[src/rtl/datapath_core.sv]
// CPU datapath core: 16-entry, 2-write/2-read register file feeding a combinational ALU.
// Optional write-to-read forwarding is enabled by defining REGFILE_BYPASS_EN.
module datapath_core #(
  parameter int WIDTH_WORD   = 8,
  parameter int WIDTH_SEG    = 4,
  parameter int WIDTH_DOUBLE = 16
) (
  input  logic                    clk,
  input  logic                    rst,
  input  logic                    we0,
  input  logic                    we1,
  input  logic [WIDTH_SEG-1:0]    wa0,
  input  logic [WIDTH_SEG-1:0]    wa1,
  input  logic [WIDTH_WORD-1:0]   wd0,
  input  logic [WIDTH_WORD-1:0]   wd1,
  input  logic [WIDTH_SEG-1:0]    ra0,
  input  logic [WIDTH_SEG-1:0]    ra1,
  output logic [WIDTH_WORD-1:0]   rd0,
  output logic [WIDTH_WORD-1:0]   rd1,
  output logic [WIDTH_DOUBLE-1:0] rd_pair,
  input  logic                    alu_en,
  input  logic [2:0]              alu_func,
  output logic [WIDTH_WORD-1:0]   alu_res,
  output logic                    alu_carry,
  output logic                    alu_zero
);

  localparam int unsigned NUM_REGS = 2 ** WIDTH_SEG;

  typedef enum logic [2:0] {
    ALU_ADD = 3'd0,
    ALU_SUB = 3'd1,
    ALU_OR  = 3'd2,
    ALU_NOT = 3'd3,
    ALU_MV  = 3'd4,
    ALU_AND = 3'd5,
    ALU_XOR = 3'd6,
    ALU_B   = 3'd7
  } alu_op_e;

  logic [WIDTH_WORD-1:0] regs_q [NUM_REGS];
  logic [WIDTH_WORD-1:0] regs_d [NUM_REGS];

  // Port 1 is applied last so it wins a same-index collision.
  always_comb begin
    regs_d = regs_q;
    if (we0) regs_d[wa0] = wd0;
    if (we1) regs_d[wa1] = wd1;
  end

  always_ff @(posedge clk or posedge rst) begin
    if (rst) begin
      for (int unsigned i = 0; i < NUM_REGS; i++) regs_q[i] <= '0;
    end else begin
      regs_q <= regs_d;
    end
  end

`ifdef REGFILE_BYPASS_EN
  // Forwarding is suppressed during reset so reads still show the cleared file.
  always_comb begin
    rd0 = regs_q[ra0];
    rd1 = regs_q[ra1];
    if (!rst) begin
      if (we1 && (wa1 == ra0))      rd0 = wd1;
      else if (we0 && (wa0 == ra0)) rd0 = wd0;
      if (we1 && (wa1 == ra1))      rd1 = wd1;
      else if (we0 && (wa0 == ra1)) rd1 = wd0;
    end
  end
`else
  always_comb begin
    rd0 = regs_q[ra0];
    rd1 = regs_q[ra1];
  end
`endif

  assign rd_pair = {rd1, rd0};

  logic [WIDTH_WORD:0] sum_ext;
  logic [WIDTH_WORD:0] diff_ext;

  always_comb begin
    sum_ext   = {1'b0, rd0} + {1'b0, rd1};
    diff_ext  = {1'b0, rd0} - {1'b0, rd1};
    alu_res   = '0;
    alu_carry = 1'b0;
    if (alu_en) begin
      unique case (alu_op_e'(alu_func))
        ALU_ADD: begin
          alu_res   = sum_ext[WIDTH_WORD-1:0];
          alu_carry = sum_ext[WIDTH_WORD];
        end
        ALU_SUB: begin
          alu_res   = diff_ext[WIDTH_WORD-1:0];
          alu_carry = diff_ext[WIDTH_WORD];
        end
        ALU_OR:  alu_res = rd0 | rd1;
        ALU_NOT: alu_res = ~rd0;
        ALU_MV:  alu_res = rd0;
        ALU_AND: alu_res = rd0 & rd1;
        ALU_XOR: alu_res = rd0 ^ rd1;
        ALU_B:   alu_res = rd1;
        default: alu_res = '0;
      endcase
    end
  end

  assign alu_zero = (alu_res == '0);

endmodule

[config.mk]
export PLATFORM = sky130hd
export DESIGN_NAME = datapath_core
export DESIGN_NICKNAME = d
export VERILOG_FILES = /design/src/rtl/datapath_core.sv
export SDC_FILE = /design/constraint.sdc
export NUM_CORES = 1
export LEC_CHECK = 0
export CAP_MARGIN = 40
export CORE_MARGIN = 2
export CORE_UTILIZATION = 59
export DETAILED_ROUTE_END_ITERATION = 7
export GPL_ROUTABILITY_DRIVEN = 0
export GPL_TIMING_DRIVEN = 0
export PLACE_DENSITY = 0.81
export RECOVER_POWER = 50
export SETUP_SLACK_MARGIN = 0.5
export SYNTH_ARGS = -nofsm -noshare
export SYNTH_HDL_FRONTEND = slang
export SYNTH_SLANG_ARGS = --single-unit
[constraint.sdc]
create_clock -name clk -period 7.35 [get_ports clk]
set_input_delay 0.735 -clock clk [delete_from_list [all_inputs] [get_ports clk]]
set_output_delay 0.735 -clock clk [all_outputs]
set_load 0.01 [all_outputs]
Word level (Yosys, flattened, before mapping) --
Index checks and enable logic that the tools add are counted.
Word-level totals: memory bits (read-only) 0, output and inout bits 42, word-level logic and storage cells 61, memories 0, bits in latches 0, bits in registers 128, memory bits (writable) 0, bits of input ports 40
Cells by class: div/mod/pow operators 0, bitwise logic cells 8, reductions and logical operators 4, shift operators 0, equal/unequal tests 7, multipliers 0, muxes and demuxes 18, $lt $le $gt $ge 6, add/subtract/negate cells 2
Operators with widths (count):
- bitwise mux 128 bit | 2
- 2-to-1 mux 128 bit | 2
- binary-select mux 8 bit (select 4 bit) | 2
- demux 8 bit (select 4 bit) | 2
- case mux 8 bit (8 select lines) | 1
- 2-to-1 mux 8 bit | 7
- greater-or-equal comparator 5 bit (second input constant) | 4
- inverter 4 -> 5 bit | 4
- == test 3 bit (second input constant) | 4
- less-than comparator 5 x 1 -> 1 bit (second input constant) | 2
- adder 8 x 8 -> 9 bit | 1
- subtractor 8 x 8 -> 9 bit | 1
- bitwise AND 8 bit | 1
- logical NOT 8 bit | 1
- inverter 8 bit | 1
- bitwise OR 8 bit | 1
- XOR 8 bit | 1
- == test 3 x 2 -> 1 bit (second input constant) | 2
- == test 3 x 1 -> 1 bit (second input constant) | 1
- logical NOT 3 bit | 1
- logical AND 1 bit | 2
- case mux 1 bit (2 select lines) | 1
- 2-to-1 mux 1 bit | 1

Logic depth before layout (Yosys ltp) --
word-level depth 9, gate-level depth with buffers 17

Worst setup path after synthesis --
OpenSTA, ideal clock, no wires.
kind input to output, from input port ra0[0], to output port alu_zero, path buffers 2, stages on the path 16, slack 1900 ps, data required time 6615 ps, arrival 4715 ps, path through buf_2 -> buf_2 -> mux2i_1 -> a221oi_1 -> nor2_1 -> o21ai_0 -> inv_1 -> ha_1 -> fa_1 -> o21bai_1 -> a21oi_1 -> xnor2_1 -> a221oi_1 -> a31oi_1 -> or4_4 -> nor4b_4
On the way: word-level cells in the longest chain between the ends 8
RTL lines:
- from (decl) | line 16 | input logic [WIDTH_SEG-1:0] ra0,
- inverter 4 -> 5 bit (not written as such) (*) | line 73 | rd0 = regs_q[ra0];
- binary-select mux 8 bit (select 4 bit) (*) | line 73
- 2-to-1 mux 8 bit (not written as such) (*) (2 in series) | line 73
- via rd0[0] | line 18 | output logic [WIDTH_WORD-1:0] rd0,
- subtractor 8 x 8 -> 9 bit / adder 8 x 8 -> 9 bit (equally long branches) | line 85, 84
- case mux 8 bit (8 select lines) (*) | line 89 | unique case (alu_op_e'(alu_func))
- 2-to-1 mux 8 bit (*) | line 88 | if (alu_en) begin
- via alu_res[4] | line 23 | output logic [WIDTH_WORD-1:0] alu_res,
- logical NOT 8 bit (*) | line 109 | assign alu_zero = (alu_res == '0);
- to (decl) | line 25 | output logic alu_zero
Mark *: on every way through the listed nets, which the timed path passes. The rest lies on a longest branch. The select of a mux whose other input is x is not followed.

Worst setup path in the final report --
from input port ra0[2], to output port alu_zero
On the way: word-level cells in the longest chain between the ends 8
RTL lines:
- inverter 4 -> 5 bit (not written as such) (*) | line 73
- binary-select mux 8 bit (select 4 bit) (*) | line 73
- 2-to-1 mux 8 bit (not written as such) (*) (2 in series) | line 73
- subtractor 8 x 8 -> 9 bit (tied with other cells) | line 85 | diff_ext = {1'b0, rd0} - {1'b0, rd1};
- case mux 8 bit (8 select lines) (*) | line 89
- 2-to-1 mux 8 bit (*) | line 88
- logical NOT 8 bit (*) | line 109
Mark *: on every way between the ends. The rest lies on a longest branch, timed or not. The select of a mux whose other input is x is not followed.

==> impl_metrics.json <==
{
  "seq_area_frac_synth": 0.3306,
  "initial_utilization": 0.6078,
  "num-fill-cells": 1209,
  "fmax_ghz": 0.1501,
  "synth_area_leaders": "dfrtp_1, mux2i_1, mux4_2, a21oi_1, nor2_1",
  "multi_input_area_sq_um": 5948,
  "rows": 46,
  "max_cap_violations": 2,
  "slowest_stage": "or4_4",
  "p_leak_nw": 4.774,
  "top_register": "regs_q",
  "largest_reg_flops": 128,
  "dieArea_sq_um": 17460,
  "finalClockSkew_ps": 0,
  "cts_resized": 7,
  "synthFlopType": "dfrtp_1",
  "finalSetupViolCount": 0,
  "n_antenna_cell": 0,
  "grt_first_pass_wirelength_mm": 50.48,
  "holdWs_ps": 594.3,
  "grt_pass1_vias": 8969,
  "avgViaCountPerCell": 6.701,
  "syn-cell-area_sq_um": 9689,
  "synth_cell_types": 52,
  "synthMuxAreaShare": 0.3137,
  "clk_pin_slew_ps": 50,
  "grt_usage": 0.3813,
  "routed_wirelength_mm": 32.93,
  "firstDrtPassIters": 5,
  "synth-adder-area-share": 0.03512,
  "period_minus_slack_ps": 6663,
  "pwr-share-comb": 0.396,
  "cts.path.max_buffers": 2,
  "drive_gt1_frac": 0.1399,
  "yosysTopAreaCellShare": 0.3306,
  "numPortBuffers": 65,
  "fp.coreArea_sq_um": 15940,
  "syn_avg_cell_area_sq_um": 9.689,
  "cts_buffers": 17,
  "startpoint_type": "input pin",
  "drc": 0,
  "yosysTopAreaCell": "dfrtp_1",
  "synth_top_family_by_area": "multiplexers",
  "irDropWorstVdd_mv": 0.1971,
  "chipHeight_um": 132.2,
  "swShare": 0.3584,
  "fin_util": 0.7121,
  "antenna_left": 0,
  "syn_inst": 1000,
  "p_clk_frac": 0.258,
  "clockRootBuffer": "clkbuf_16",
  "status": "finished with violations",
  "dp_hpwl_mm": 23.74,
  "num_vias": 8919,
  "hold_path.class": "reg2reg",
  "rsz0062_at_grt": "false",
  "crit_chain": "clkdlybuf4s50_1, clkbuf_4, buf_4, nor2_1, a221oi_1, nor2_1, o21ai_4, inv_1, ha_1, fa_1, o21bai_2, a21oi_1, xnor2_1, a221oi_1, a31oi_1, or4_4, nor4b_4, clkdlybuf4s50_1",
  "end_kind": "output port",
  "synth_edf_count": 0,
  "required_ps": 6610,
  "routedWlPerCell_um": 24.74,
  "die_w_um": 132.2,
  "postCtsSetupBuffers": 0,
  "ff_latch_area_sq_um": 3203,
  "first_iter_violations": 1065,
  "final_max_slew_viol_count": 131,
  "reg_top3": "regs_q x128",
  "violations": "max-capacitance violations, max-slew violations",
  "nets": 1168,
  "p_sw_mw": 1.105,
  "synthXorXnorAreaFrac": 0.009039,
  "seqPwrFrac": 0.346,
  "overflow": 0,
  "tns_ps": 0,
  "yosys_warnings": 0,
  "hold_viol": 0,
  "worst-slew-pin-transition_ps": 3862,
  "post-route-period-util": 0.9065,
  "clock-sinks": 128,
  "worstSkewPairLatency_ps": 430,
  "grt_max_degree": 82,
  "ios": 82,
  "synth_compound_area_frac": 0.1337,
  "synthSimpleGateAreaFrac": 0.1192,
  "cp_top_family": "buffers and inverters",
  "critical_path_arrival_ps": 5930,
  "maxSlewHeadroom": -1.574,
  "syn-num-nets": 1066,
  "critPathMaxFanout": 10,
  "p_int_mw": 1.978,
  "cts-htree-levels": 4,
  "area_growth_pct": 17.16,
  "cpPeakStageDelay_ps": 580,
  "cts_hold_buf": 0,
  "ys_ff_latch": 128,
  "grt_antenna_before_repair": 0,
  "path_class": "in2out",
  "p_per_area_nw_per_um2": 271.5,
  "synthArstFlopShare": 1.000,
  "cts_tree": "done",
  "cp.buffers_inverters": 5
}
## per-layer routing
metal	track usage	up-vias	share of wire
li1	-	3831	-
met1	0.4697	4231	0.36
met2	0.5961	683	0.47
met3	0.1169	174	0.12
met4	0.2222	0	0.055
met5	0	-	0
## layout make-up
cell class                      count  share of cell area
Sequential cell                   128              0.2822
Clock inverter                     10            0.007715
Buffer                            100             0.04475
Clock buffer                       22             0.04089
Tap cell                          216             0.02381
Multi-Input combinational cell    749              0.5240
Timing Repair Buffer               83             0.06900
Inverter                           23            0.007715
## per-stage QoR
step / worst slack, ps / area, sq um / instances / total power, mW
floorplan: 1900 / 9689 / 1000 / 1.828
global placement: -18.66 / 10610 / 1281 / 2.176
detailed placement: -55.83 / 10770 / 1298 / 2.231
CTS: 539.6 / 11340 / 1330 / 3.029
global route: 429.9 / 11350 / 1331 / 3.214
finish: 687.5 / 11350 / 1331 / 3.082
## power by group through the flow
stage	clock (mW)	sequential [mW]	combinational, mW
final	0.795	1.07	1.22
after global routing	0.827	1.08	1.31
after CTS	0.793	1.05	1.19
after detailed placement	0	1.05	1.18
after global placement	0	1.04	1.14
after floorplan	0	0.983	0.845
## final timing paths
path,from,cells after the start,slack [ps],endpoint
setup / recovery,ra0[2],18,690,alu_zero
hold / removal,regs_q[59],2,590,regs_q[59]
setup reg to reg,regs_q[12],2,6480,regs_q[12]
hold reg to reg,regs_q[59],2,590,regs_q[59]
max in group asynchronous,rst,3,1320,regs_q[110]
min in group asynchronous,rst,2,1310,regs_q[18]
## cell usage in the layout (no fill, tap or decap), types with 10 or more instances in the layout
cell type	instances
mux2i_1	151
dfrtp_1	128
nor2_1	117
a21oi_1	114
nand2_1	78
o21ai_0	68
clkbuf_1	66
clkdlybuf4s50_1	62
mux4_2	50
buf_4	27
ha_1	24
inv_1	21
clkbuf_16	17
buf_2	15
mux4_1	11
mux2_2	10
## kinds of logic (layout without fill, tap and decap cells)
| group | count (synthesis) | after routing |
|---|---|---|
| simple gates | 258 | 258 |
| flops | 128 | 128 |
| compound gates | 233 | 233 |
| buf+inv | 123 | 238 |
| xor+xnor | 10 | 10 |
| mux | 222 | 222 |
| fa+ha+maj | 26 | 26 |
## cells in the mapped netlist, types with 6 or more instances
cell type and count:
mux2i_1 151, dfrtp_1 128, nor2_1 117, a21oi_1 114
nand2_1 78, o21ai_0 71, clkbuf_1 64, mux4_2 50
ha_1 24, inv_1 22, buf_4 16, buf_2 14
mux4_1 11, mux2_2 10, nand3_1 8, nor2b_1 8
o22ai_1 8, nand3b_1 7, xnor2_1 7, or3_1 6
## tightest hold or removal path: cells and delay by family (launching register included)
family	cells	cell delay, ps
AO/OA/AOI/OAI	1	130
flip-flops	1	350
multiplexers	1	70
Note: power is estimated with default switching activity, not from simulation.
